==> src/rtl/read_ptr_empty_logic_if.sv <==
// Read-side FIFO bus: consumer request, write pointer in, read pointer/flags out.
// Defines ALMOST_EMPTY_EN adds almost_empty. master = consumer, slave = logic.
interface read_ptr_empty_logic_if #(
  parameter int address = 2
) ();
  logic               ren;
  logic [address:0]   write_ptr;
  logic [address:0]   read_ptr;
  logic [address-1:0] raddr;
  logic               empty;
  logic               underflow;
`ifdef ALMOST_EMPTY_EN
  logic               almost_empty;
`endif

  modport master (
    output ren,
    output write_ptr,
    input  read_ptr,
    input  raddr,
    input  empty,
    input  underflow
`ifdef ALMOST_EMPTY_EN
    ,
    input  almost_empty
`endif
  );

  modport slave (
    input  ren,
    input  write_ptr,
    output read_ptr,
    output raddr,
    output empty,
    output underflow
`ifdef ALMOST_EMPTY_EN
    ,
    output almost_empty
`endif
  );
endinterface

==> src/rtl/read_ptr_empty_logic.sv <==
// Async FIFO read-side pointer and empty logic (Gray pointers, 2-flop sync).
// Ports: rclk, rreset (sync, active-high), bus (slave). Option: ALMOST_EMPTY_EN.
module read_ptr_empty_logic #(
  parameter int address  = 2,
  parameter int AE_LEVEL = 1
) (
  input logic                    rclk,
  input logic                    rreset,
  read_ptr_empty_logic_if.slave  bus
);
  localparam int AW = address + 1;

  if (AE_LEVEL < 0 || AE_LEVEL > 2**address) begin : g_ae_level_range
    $error("AE_LEVEL out of range");
  end

  logic [AW-1:0] wsync1_q;
  logic [AW-1:0] wsync2_q;
  logic [AW-1:0] rbin_q;
  logic [AW-1:0] rbin_d;
  logic [AW-1:0] rgray_q;
  logic [AW-1:0] rgray_d;
  logic          empty_q;
  logic          empty_d;
  logic          under_q;
  logic          under_d;
  logic          rd_fire;

  always_comb begin
    rd_fire = bus.ren & ~empty_q;
    rbin_d  = rbin_q + {{address{1'b0}}, rd_fire};
    rgray_d = rbin_d ^ (rbin_d >> 1);
    // Wrap bit included: full-lap mismatch is never empty.
    empty_d = (rgray_d == wsync2_q);
    under_d = under_q | (bus.ren & empty_q);
  end

  always_ff @(posedge rclk) begin
    if (rreset) begin
      wsync1_q <= '0;
      wsync2_q <= '0;
      rbin_q   <= '0;
      rgray_q  <= '0;
      empty_q  <= 1'b1;
      under_q  <= 1'b0;
    end else begin
      wsync1_q <= bus.write_ptr;
      wsync2_q <= wsync1_q;
      rbin_q   <= rbin_d;
      rgray_q  <= rgray_d;
      empty_q  <= empty_d;
      under_q  <= under_d;
    end
  end

  assign bus.read_ptr  = rgray_q;
  assign bus.raddr     = rbin_q[address-1:0];
  assign bus.empty     = empty_q;
  assign bus.underflow = under_q;

`ifdef ALMOST_EMPTY_EN
  localparam logic [AW-1:0] AE_LVL = AW'(AE_LEVEL);

  logic [AW-1:0] wbin;
  logic [AW-1:0] level;
  logic          ae_q;
  logic          ae_d;

  always_comb begin
    wbin = '0;
    for (int i = 0; i < AW; i++) begin
      wbin[i] = ^(wsync2_q >> i);
    end
    level = wbin - rbin_d;
    ae_d  = (level <= AE_LVL);
  end

  always_ff @(posedge rclk) begin
    if (rreset) begin
      ae_q <= 1'b1;
    end else begin
      ae_q <= ae_d;
    end
  end

  assign bus.almost_empty = ae_q;
`endif
endmodule

==> src/flat_wrapper.sv <==
// flat-port wrapper written by rule: the top's interface ports become plain ports
module read_ptr_empty_logic_flat 
#(
  parameter int address  = 2,
  parameter int AE_LEVEL = 1
)
  (rclk, rreset, bus_ren, bus_write_ptr, bus_read_ptr, bus_raddr, bus_empty, bus_underflow);
  read_ptr_empty_logic_if #(.address(address)) bus_i ();
  input logic rclk;
  input logic rreset;
  input wire logic [$bits(bus_i.ren)-1:0] bus_ren;
  input wire logic [$bits(bus_i.write_ptr)-1:0] bus_write_ptr;
  output wire logic [$bits(bus_i.read_ptr)-1:0] bus_read_ptr;
  output wire logic [$bits(bus_i.raddr)-1:0] bus_raddr;
  output wire logic [$bits(bus_i.empty)-1:0] bus_empty;
  output wire logic [$bits(bus_i.underflow)-1:0] bus_underflow;
  assign bus_i.ren = bus_ren;
  assign bus_i.write_ptr = bus_write_ptr;
  assign bus_read_ptr = bus_i.read_ptr;
  assign bus_raddr = bus_i.raddr;
  assign bus_empty = bus_i.empty;
  assign bus_underflow = bus_i.underflow;
  read_ptr_empty_logic #(.address(address), .AE_LEVEL(AE_LEVEL)) u_core (.rclk(rclk), .rreset(rreset), .bus(bus_i));
endmodule
==> config.mk <==
export PLATFORM = sky130hd
export DESIGN_NAME = read_ptr_empty_logic_flat
export DESIGN_NICKNAME = d
export VERILOG_FILES = /design/src/rtl/read_ptr_empty_logic_if.sv /design/src/rtl/read_ptr_empty_logic.sv /design/src/flat_wrapper.sv
export SDC_FILE = /design/constraint.sdc
export NUM_CORES = 1
export LEC_CHECK = 0
export ABC_AREA = 1
export ABC_CLOCK_PERIOD_IN_PS = 2200
export CAP_MARGIN = 20
export CELL_PAD_IN_SITES_DETAIL_PLACEMENT = 0
export CELL_PAD_IN_SITES_GLOBAL_PLACEMENT = 1
export CORE_MARGIN = 2
export CORE_UTILIZATION = 33
export CTS_BUF_LIST = sky130_fd_sc_hd__clkbuf_4 sky130_fd_sc_hd__clkbuf_8 sky130_fd_sc_hd__clkbuf_16
export DETAILED_ROUTE_END_ITERATION = 10
export PLACE_DENSITY_LB_ADDON = 0.1
export RECOVER_POWER = 25
export SETUP_SLACK_MARGIN = 0.4
export SLEW_MARGIN = 20
export SYNTH_ARGS = -nofsm -noshare
export SYNTH_HDL_FRONTEND = slang
export SYNTH_SLANG_ARGS = --single-unit
==> constraint.sdc <==
create_clock -name rclk -period 2.2 [get_ports rclk]
set_input_delay 0.44 -clock rclk [delete_from_list [all_inputs] [get_ports rclk]]
set_output_delay 0.44 -clock rclk [all_outputs]
set_load 0.005 [all_outputs]
# Word level (Yosys, flattened, before mapping)
# Cells that the tools add are included.
[op_classes] n_addsub=1 n_eq_ne=1 bitwise=5
[ops] op="adder 3 x 1 -> 3 bit" n=1
[ops] op="== test 3 bit" n=1
[ops] op="XOR 3 x 2 -> 3 bit" n=1
[ops] op="bitwise AND 1 bit" n=2
[ops] op="inverter 1 bit" n=1
[ops] op="bitwise OR 1 bit" n=1
[word_totals] ff_bits=14 input_bits=6 word_cells=13

# Depth between registers and ports, before layout
# Gate-level depths: netlist of run 1.
[depth] word_depth=5 mapped_depth=12 mapped_depth_nobuf=12

# Worst setup path after synthesis of run 1
# OpenSTA, ideal clock, no wires.
[synth_path] kind="input port to flip-flop" startpoint="in bus_ren" endpoint="reg u_core.empty_q, in the netlist u_core.bus.empty" setup_time_ns=0.113 arrival_ns=1.389 t_required_ns=2.087 path_slack_ns=0.698 cell_stages=12 cell_sequence="inv_1 > nor2_1 > ha_1 > ha_1 > inv_2 > nand2_2 > nand2_2 > nand2_1 > nand2_1 > nor2_2 > nand3_1 > nand2_1"
[synth_via] elab_chain_cells=4
[synth_lines] item="start, declared" line_no="flat_wrapper.sv:11" text="input wire logic [$bits(bus_i.ren)-1:0] bus_ren;"
[synth_lines] item="bitwise AND 1 bit" line_no="read_ptr_empty_logic.sv:30" text="rd_fire = bus.ren & ~empty_q;"
[synth_lines] item="adder 3 x 1 -> 3 bit" line_no="read_ptr_empty_logic.sv:31" text="rbin_d = rbin_q + {{address{1'b0}}, rd_fire};"
[synth_lines] item="net u_core.rbin_d[1]" line_no="read_ptr_empty_logic.sv:20" text="logic [AW-1:0] rbin_d;"
[synth_lines] item="XOR 3 x 2 -> 3 bit" line_no="read_ptr_empty_logic.sv:32" text="rgray_d = rbin_d ^ (rbin_d >> 1);"
[synth_lines] item="== test 3 bit" line_no="read_ptr_empty_logic.sv:34" text="empty_d = (rgray_d == wsync2_q);"
[synth_lines] item="end signal, assigned" line_no="read_ptr_empty_logic.sv:51" text="empty_q <= empty_d;"
[synth_lines] item="end, declared" line_no="read_ptr_empty_logic.sv:23" text="logic empty_q;"
# The timed path passes the listed nets, and every way through them passes these cells.
# A chain may end at the register's enable or synchronous reset.

# Worst setup path in the final report of run 1
# Ends and elaborated chain as after synthesis.

==> flow_summary.yaml, run 1 <==
sta:
  timing.final.ws_setup_ns: 0.487
  fin_hold_ws_ns: 0.406
  min_period_ns: 1.71
  hold_violations: 0
  max_slew_margin_pct: 70.2
  maxSlewViolCount: 0
  tightest_slew_ns: 0.445
  fin_tns_setup_ns: 0
  rsz0062_at_grt: "no"
  fmax_mhz: 584
  finalCritPeriodShare_pct: 77.9
  worst_clock_skew_ns: 0.00311
  setup_viol: 0
routing:
  drt_first_pass_iters: 1
  wl_per_cell_microns: 7.94
  ant_nets: 0
  vias_per_cell: 3.97
  drtIter0Drc: 0
  drt_wl_total_microns: 778
  num_vias: 389
  post-route-drc-count: 0
synth:
  synth_cell_types: 11
  synth_seq_cells: 13
  syn_inst: 67
  yosys_warnings: 0
  ys_seq_area_share_pct: 51.1
  synth_top_cell_by_area: "dfxtp_1"
  syn_avg_cell_area_sq_um: 7.60
  syn_nets: 75
  synth_top_area_share_pct: 51.1
  synth_area_leaders: "dfxtp_1 51%, inv_1 9.6%, nor2_1 8.8%"
  syn-cell-area_sq_um: 509
layout:
  final-instance-count-excl-fill: 98
  num_antenna_cells: 0
  final_area_sq_um: 699
  utilization_pct: 47.5
  drive_above_1_share_pct: 22.0
  area_growth_pct: 37.3
  n_fill_cell: 155
  nNetsFinal: 91
pwr:
  ir_worst_vdd_mv: 0.387
  p_leak_nw: 0.310
  total_power_mw: 0.486
  p_per_area_mw_per_mm2: 695
placed_design:
  globalplace.congestion: 0.627
  io_buffers: 12
  dp.cells: 94
  dp_hpwl_microns: 589
  place_ws_ns: 0.146
  place_area_sq_um: 644
global_route:
  grtUsageTotal_pct: 9.69
  grt_max_degree: 14
  grt_pass1_vias: 332
  overflow: 0
  antenna_found_initial: 0
  grt_pass1_wl_microns: 1310
floorplan:
  core_area_sq_mm: 0.00147
  die_h_microns: 43.3
  initial_core_util_pct: 34.6
  dieArea_sq_mm: 0.00187
  die_w_microns: 43.3
  rows: 14
  ioPinCount: 13
critical_path:
  critPathKind: "primary input to register"
  reg2reg_from: "u_core.bus.empty"
  crit_family: "buffers and inverters"
  reg2reg_to: "u_core.bus.empty"
  crit_path_end: "u_core.bus.empty"
  path_common_cell: "nand2_1"
  path_depth: 13
  critPathMaxFanout: 3
  start_kind: "primary input"
  arrival_ns: 1.88
  crit_start: "bus_ren"
  worst-r2r-setup-slack_ns: 0.80
  cp_slowest_stage_delay_ns: 0.48
  end_kind: "register"
  cpMaxStageDelayCell: "clkdlybuf4s50_1"
  worstRegToRegCells: 11
  crit_required_ns: 2.37
  crit_chain: "clkdlybuf4s50_1 -> inv_1 -> nor2_2 -> ha_2 -> ha_4 -> inv_2 -> nand2_2 -> nand2_2 -> nand2_1 -> nand2_1 -> nor2_2 -> nand3_1 -> nand2_1"
  critPathBufInv: 3
clock_tree:
  htreeDepth: 1
  clk_pin_slew_ns: 0.07
  cts_tree: "done"
  clock_sinks: 13
  cts_setup_buffers: 0
  cts_hold_buf: 0
  cts_root_buf: "clkbuf_4"
  insertion_delay_ns: 0.27
  cts_buffers: 3
  clock_tree.buffer_depth: 2
min_path:
  hold_class: "register to register"
job:
  maxCapViolations: 0
status:
  outcome: "finished clean"
[synth_stat cells]
library cell,instances
a21oi_1,2
nor2_2,1
nand3_1,6
buf_2,1
inv_2,2
inv_1,13
nand2_1,9
ha_1,2
nor2_1,12
nand2_2,6
dfxtp_1,13
[worst min-delay path by stage]
stage / startpoint / to / slack, ns / cells past startpoint
2_1_floorplan: u_core.wsync1_q[0] / u_core.wsync2_q[0] / 0.39 / 2
3_3_place_gp: u_core.wsync1_q[1] / u_core.wsync2_q[1] / 0.39 / 2
3_5_place_dp: u_core.wsync1_q[1] / u_core.wsync2_q[1] / 0.40 / 2
4_1_cts: u_core.wsync1_q[1] / u_core.wsync2_q[1] / 0.41 / 2
5_1_grt: u_core.wsync1_q[2] / u_core.wsync2_q[2] / 0.43 / 2
6_report: u_core.wsync1_q[1] / u_core.wsync2_q[1] / 0.41 / 2
[placed cells by master (no fill, tap or decap)]
cell             instances
dfxtp_1                 13
a21oi_1                  2
nor2_1                  11
nand3_1                  5
nor2_2                   2
nand2_1                  8
nand2_2                  7
inv_2                    2
ha_4                     1
ha_2                     1
nand3_2                  1
clkbuf_4                 4
inv_1                   13
dlygate4sd3_1            1
clkdlybuf4s50_1         11
[where the power goes]
group / switching, mW / internal [mW] / leakage (nW)
Combinational: 0.0327 / 0.0412 / 0.185
Clock: 0.0727 / 0.0824 / 0.0184
Sequential: 0.00671 / 0.250 / 0.107
Total: 0.112 / 0.374 / 0.310
[worst reg2reg max path, cell delays in order, from the launching register on]
cell,delay (ns)
dfxtp_1,0.37
nor2_2,0.06
ha_2,0.19
ha_4,0.28
inv_2,0.05
nand2_2,0.06
nand2_2,0.05
nand2_1,0.05
nand2_1,0.05
nor2_2,0.08
nand3_1,0.07
nand2_1,0.05
[routing by layer]
layer	GRT usage [%]	wire (microns)	vias to the layer above
li1	-	-	225
met1	13.2	383	153
met2	12.8	342	9
met3	2.55	43	2
met4	7.27	9	0
met5	0	0	-
[kinds of logic (layout without fill, tap and decap cells)]
group | count (synthesis) | in the layout | synth area share [%]
buf+inv | 16 | 31 | 12.0
compound gates | 2 | 2 | 1.97
simple gates | 34 | 34 | 30.0
flops | 13 | 13 | 51.1
fa+ha+maj | 2 | 2 | 4.91
[repair_timing]
item                       4_1_cts  5_1_grt
hold endpoints to repair         0        0
setup endpoints to repair        0        1
gates resized for setup          0        5
[final cells by class]
class                   count  area (sq um)  area share, %
flip-flops and latches     13           260           37.2
multi-input cells          38           213           30.4
repair buffers             12           120           17.2
inverters                  15          56.3           8.05
clock buffers               4          30.0           4.29
well taps                  16          20.0           2.86
[state kept, by name, summed over array words and instances, names as in the netlist]
signal / cells
u_core.bus.underflow: 1
u_core.rbin_q: 2
u_core.bus.empty: 1
u_core.wsync2_q: 3
u_core.wsync1_q: 3
u_core.bus.read_ptr: 3
Power figures use the tool's default switching activity.
==> run 2, diff against run 1 <==
- ABC_CLOCK_PERIOD_IN_PS: 2200 -> 1700
- CORE_UTILIZATION: 33 -> 31
- clock period: 2.2 -> 1.7 ns (I/O delays scaled with it)
==> run 2 against run 1 <==
Net effect: combinational power grew 81%; critical path type is now register to register; via count grew 15%; highest routed layer unchanged; setup slack lost 0.19 ns; total power grew 37%.
==> flow_summary.yaml, run 2 (same netlist as run 1, synthesis figures left out) <==
status:
  outcome: "finished clean"
critical_path:
  critPathMaxFanout: 3
  critPathBufInv: 1
  cpMaxStageDelayCell: "dfxtp_2"
  start_kind: "register"
  crit_required_ns: 1.87
  end_kind: "register"
  path_common_cell: "nand2_1"
  cp_slowest_stage_delay_ns: 0.32
  critPathKind: "register to register"
  crit_family: "simple AND/OR/NAND/NOR gates"
  crit_chain: "buf_6 -> ha_4 -> ha_4 -> nand2_1 -> nand2_2 -> nand2_1 -> nand2_1 -> nor2_2 -> nand3_1 -> nand2_1"
  worst-r2r-setup-slack_ns: 0.30
  arrival_ns: 1.57
sta:
  max_slew_margin_pct: 70.2
  maxSlewViolCount: 0
  rsz0062_at_grt: "yes"
  finalCritPeriodShare_pct: 82.6
  fmax_mhz: 712
  min_period_ns: 1.40
  fin_hold_ws_ns: 0.405
  fin_tns_setup_ns: 0
  tightest_slew_ns: 0.445
  worst_clock_skew_ns: 0.00105
  setup_viol: 0
  timing.final.ws_setup_ns: 0.295
  hold_violations: 0
global_route:
  grt_max_degree: 14
  overflow: 0
  antenna_found_initial: 0
  grt_pass1_vias: 388
  grtUsageTotal_pct: 11.5
  grt_pass1_wl_microns: 1570
layout:
  final_area_sq_um: 801
  nNetsFinal: 101
  drive_above_1_share_pct: 38.0
  layout_common_cells: "12 x inv_1, 11 x nor2_1, 9 x buf_4, 9 x dfxtp_1, 8 x nand2_1"
  final-instance-count-excl-fill: 108
  num_antenna_cells: 0
  layout_commonest_cell: "inv_1"
  area_growth_pct: 57.2
  utilization_pct: 52.5
floorplan:
  rows: 14
  ioPinCount: 13
  initial_core_util_pct: 33.4
  die_w_microns: 44.5
  die_h_microns: 44.5
  dieArea_sq_mm: 0.00198
  core_area_sq_mm: 0.00152
placed_design:
  place_area_sq_um: 728
  place_ws_ns: -0.356
  io_buffers: 12
  globalplace.congestion: 0.689
  dp_hpwl_microns: 605
  dp.cells: 99
routing:
  vias_per_cell: 4.16
  drt_wl_total_microns: 855
  drtIter0Drc: 2
  wl_per_cell_microns: 7.92
  drt_first_pass_iters: 2
  num_vias: 449
  post-route-drc-count: 0
  ant_nets: 0
pwr:
  total_power_mw: 0.666
  p_per_area_mw_per_mm2: 832
  p_leak_nw: 0.391
  ir_worst_vdd_mv: 0.442
clock_tree:
  insertion_delay_ns: 0.27
  cts_root_buf: "clkbuf_4"
  clock_tree.buffer_depth: 2
  htreeDepth: 1
  clk_pin_slew_ns: 0.07
  cts_tree: "done"
  clock_sinks: 13
  cts_buffers: 3
job:
  maxCapViolations: 0
min_path:
  hold_class: "register to register"
-- run 2: cell types whose count changed in the layout (fill, tap and decap cells not counted), sizes merged --
| cell | before | now |
|---|---|---|
| dlygate4sd2 | 0 | 6 |
| clkdlybuf4s50 | 11 | 3 |
| clkbuf | 4 | 5 |
| buf | 0 | 11 |
-- run 2: metal layers --
layer | share of wire, % | vias up | GRT usage (%) | wire length, microns
met5 | 0 | - | 0 | 0
met4 | 1.6 | 0 | 9.09 | 14
met3 | 5.1 | 2 | 4.90 | 44
met2 | 47 | 8 | 15.4 | 405
met1 | 46 | 193 | 14.1 | 390
li1 | - | 246 | - | -
-- run 2: path summary, 6_finish.rpt --
check / startpoint / cells after the start / endpoint
setup / recovery: u_core.rbin_q[0] / 10 / u_core.bus.empty
hold / removal: u_core.wsync1_q[1] / 2 / u_core.wsync2_q[1]
setup reg to reg: u_core.rbin_q[0] / 10 / u_core.bus.empty
hold reg to reg: u_core.wsync1_q[1] / 2 / u_core.wsync2_q[1]
-- run 2: worst min-delay path, stage by stage (launching register included) --
cell and delay [ns]:
dfxtp_1 0.30, inv_1 0.04, nor2_1 0.03
-- run 2: area by class of cell --
class                           instances  area [sq um]
Multi-Input combinational cell         38           233
Clock buffer                            4          30.0
Fill cell                             175           723
Timing Repair Buffer                   22           181
Inverter                               15          71.3
Sequential cell                        13           265
Tap cell                               16          20.0
-- run 2: report_power, final --
| part | total [mW] | internal, mW | switching (mW) |
|---|---|---|---|
| Clock | 0.198 | 0.107 | 0.0915 |
| Sequential | 0.335 | 0.325 | 0.00927 |
| Combinational | 0.134 | 0.0763 | 0.0573 |
| Total | 0.666 | 0.508 | 0.158 |
-- run 2: repair_timing --
item,4_1_cts,5_1_grt
setup endpoints to repair,13,5
pin swaps,0,5
gates resized for setup,17,5
hold endpoints to repair,0,0
setup buffers,4,1
hold buffers,0,0
==> run 3, diff against run 2 <==
- ABC_CLOCK_PERIOD_IN_PS: 1700 -> 1300
- clock period: 1.7 -> 1.3 ns (I/O delays scaled with it)
==> run 3 against run 2 <==
Net effect: the flow now finishes with violations (setup timing); setup slack worse by 0.33 ns; flip-flop and latch count unchanged; die area unchanged; clock power up 33%; global-route usage up 0.60 points.
==> flow_summary.yaml, run 3 (same netlist as run 1, synthesis figures left out) <==
status:
  outcome: "finished, violations left"
  violations: "setup timing"
layout:
  nNetsFinal: 101
  layout_commonest_cell: "inv_1"
  area_growth_pct: 59.7
  num_antenna_cells: 0
  layout_common_cells: "12 x inv_1, 8 x nor2_1, 8 x nand2_1, 8 x dfxtp_1"
  final_area_sq_um: 813
  drive_above_1_share_pct: 48.9
pwr:
  total_power_mw: 0.913
  ir_worst_vdd_mv: 0.527
  p_leak_nw: 0.397
  p_per_area_mw_per_mm2: 1120
clock_tree:
  cts_buffers: 3
  clock_sinks: 13
  cts_tree: "done"
  cts_root_buf: "clkbuf_4"
  clk_pin_slew_ns: 0.08
  htreeDepth: 1
  insertion_delay_ns: 0.27
  clock_tree.buffer_depth: 2
global_route:
  grtUsageTotal_pct: 12.1
  antenna_found_initial: 0
  grt_pass1_vias: 425
  overflow: 0
  grt_max_degree: 14
  grt_pass1_wl_microns: 1710
routing:
  drt_first_pass_iters: 3
  wl_per_cell_microns: 8.56
  m1WireLength_microns: 430
  drt_wl_total_microns: 924
  dr_wl_met3_microns: 51
  vias_per_cell: 4.17
  met2WireLength_microns: 430
  drtIter0Drc: 5
  ant_nets: 0
  top_layer: "met4"
  num_vias: 450
  post-route-drc-count: 0
floorplan:
  die_h_microns: 44.5
  dieArea_sq_mm: 0.00198
  core_area_sq_mm: 0.00152
  rows: 14
  die_w_microns: 44.5
  ioPinCount: 13
  initial_core_util_pct: 33.4
critical_path:
  critPathKind: "register to register"
  arrival_ns: 1.50
  start_kind: "register"
  worst-r2r-setup-slack_ns: -0.04
  end_kind: "register"
  critPathMaxFanout: 3
  crit_required_ns: 1.47
sta:
  finalCritPeriodShare_pct: 103
  timing.final.ws_setup_ns: -0.0363
  rsz0062_at_grt: "yes"
  hold_violations: 0
  max_slew_margin_pct: 79.3
  fmax_mhz: 748
  min_period_ns: 1.34
  tightest_slew_ns: 0.311
  setup_viol: 1
  maxSlewViolCount: 0
  worst_clock_skew_ns: 0.000275
  fin_hold_ws_ns: 0.371
placed_design:
  place_area_sq_um: 708
  io_buffers: 12
  dp_hpwl_microns: 647
  globalplace.congestion: 0.681
job:
  maxCapViolations: 0
min_path:
  hold_class: "primary input to register"
## run 3: cell types whose count changed in the layout (fill, tap and decap cells not counted), moves of 2 or more
cell	previous run	this run
buf_2	1	6
dlygate4sd2_1	6	1
buf_4	9	6
buf_6	1	4
nor2_1	11	8
inv_4	1	3
nand2_2	6	4
nand2_4	1	3
nor2_2	1	3
## run 3: routing by layer
layer	global-route usage (%)	up-vias
met4	9.09	0
met2	19.1	12
met3	2.45	2
li1	-	247
met1	14.1	189
met5	0	-
## run 3: final timing paths
kind,start,endpoint,depth (start not counted)
worst max register to register,u_core.bus.empty,u_core.bus.empty,11
worst min-delay path,bus_ren,u_core.bus.underflow,3
worst max-delay path,u_core.bus.empty,u_core.bus.empty,11
worst min register to register,u_core.wsync1_q[1],u_core.wsync2_q[1],2
## run 3: repair_timing
item,in CTS,in global routing
setup endpoints to repair,13,14
gates resized for setup,42,9
buffers inserted,4,0
hold buffers,0,0
pin swaps,3,2
## run 3: final cells by class
cell class	count	area, sq um
multi-input combinational	38	259
clock buffer	4	30.0
inverter	15	63.8
sequential	13	267
fill	154	711
timing repair buffer	22	174
tap	16	20.0
## run 3: power breakdown
part,internal [mW],switching (mW)
logic,0.122,0.0861
registers,0.426,0.0140
clock network,0.140,0.125
total,0.688,0.225
## run 3: per-stage QoR
step	cells	setup TNS (ns)	setup WS [ns]	utilization, %
after floorplan	67	0	0.0200	-
after global placement	100	-2.26	-0.586	46.5
after detailed placement	100	-2.29	-0.596	46.5
after CTS	108	-0.0461	-0.0461	51.5
after global routing	108	-0.197	-0.131	53.4
final	108	-0.0363	-0.0363	53.4
## run 3: critical path, stage by stage (launching register included)
cell,delay [ns]
dfxtp_2,0.34
nor2_4,0.13
ha_4,0.15
ha_4,0.21
inv_4,0.07
nand2_4,0.04
nand2_2,0.05
nand2_1,0.04
nand2_1,0.06
nor2_2,0.03
nand3_1,0.06
nand2_1,0.05
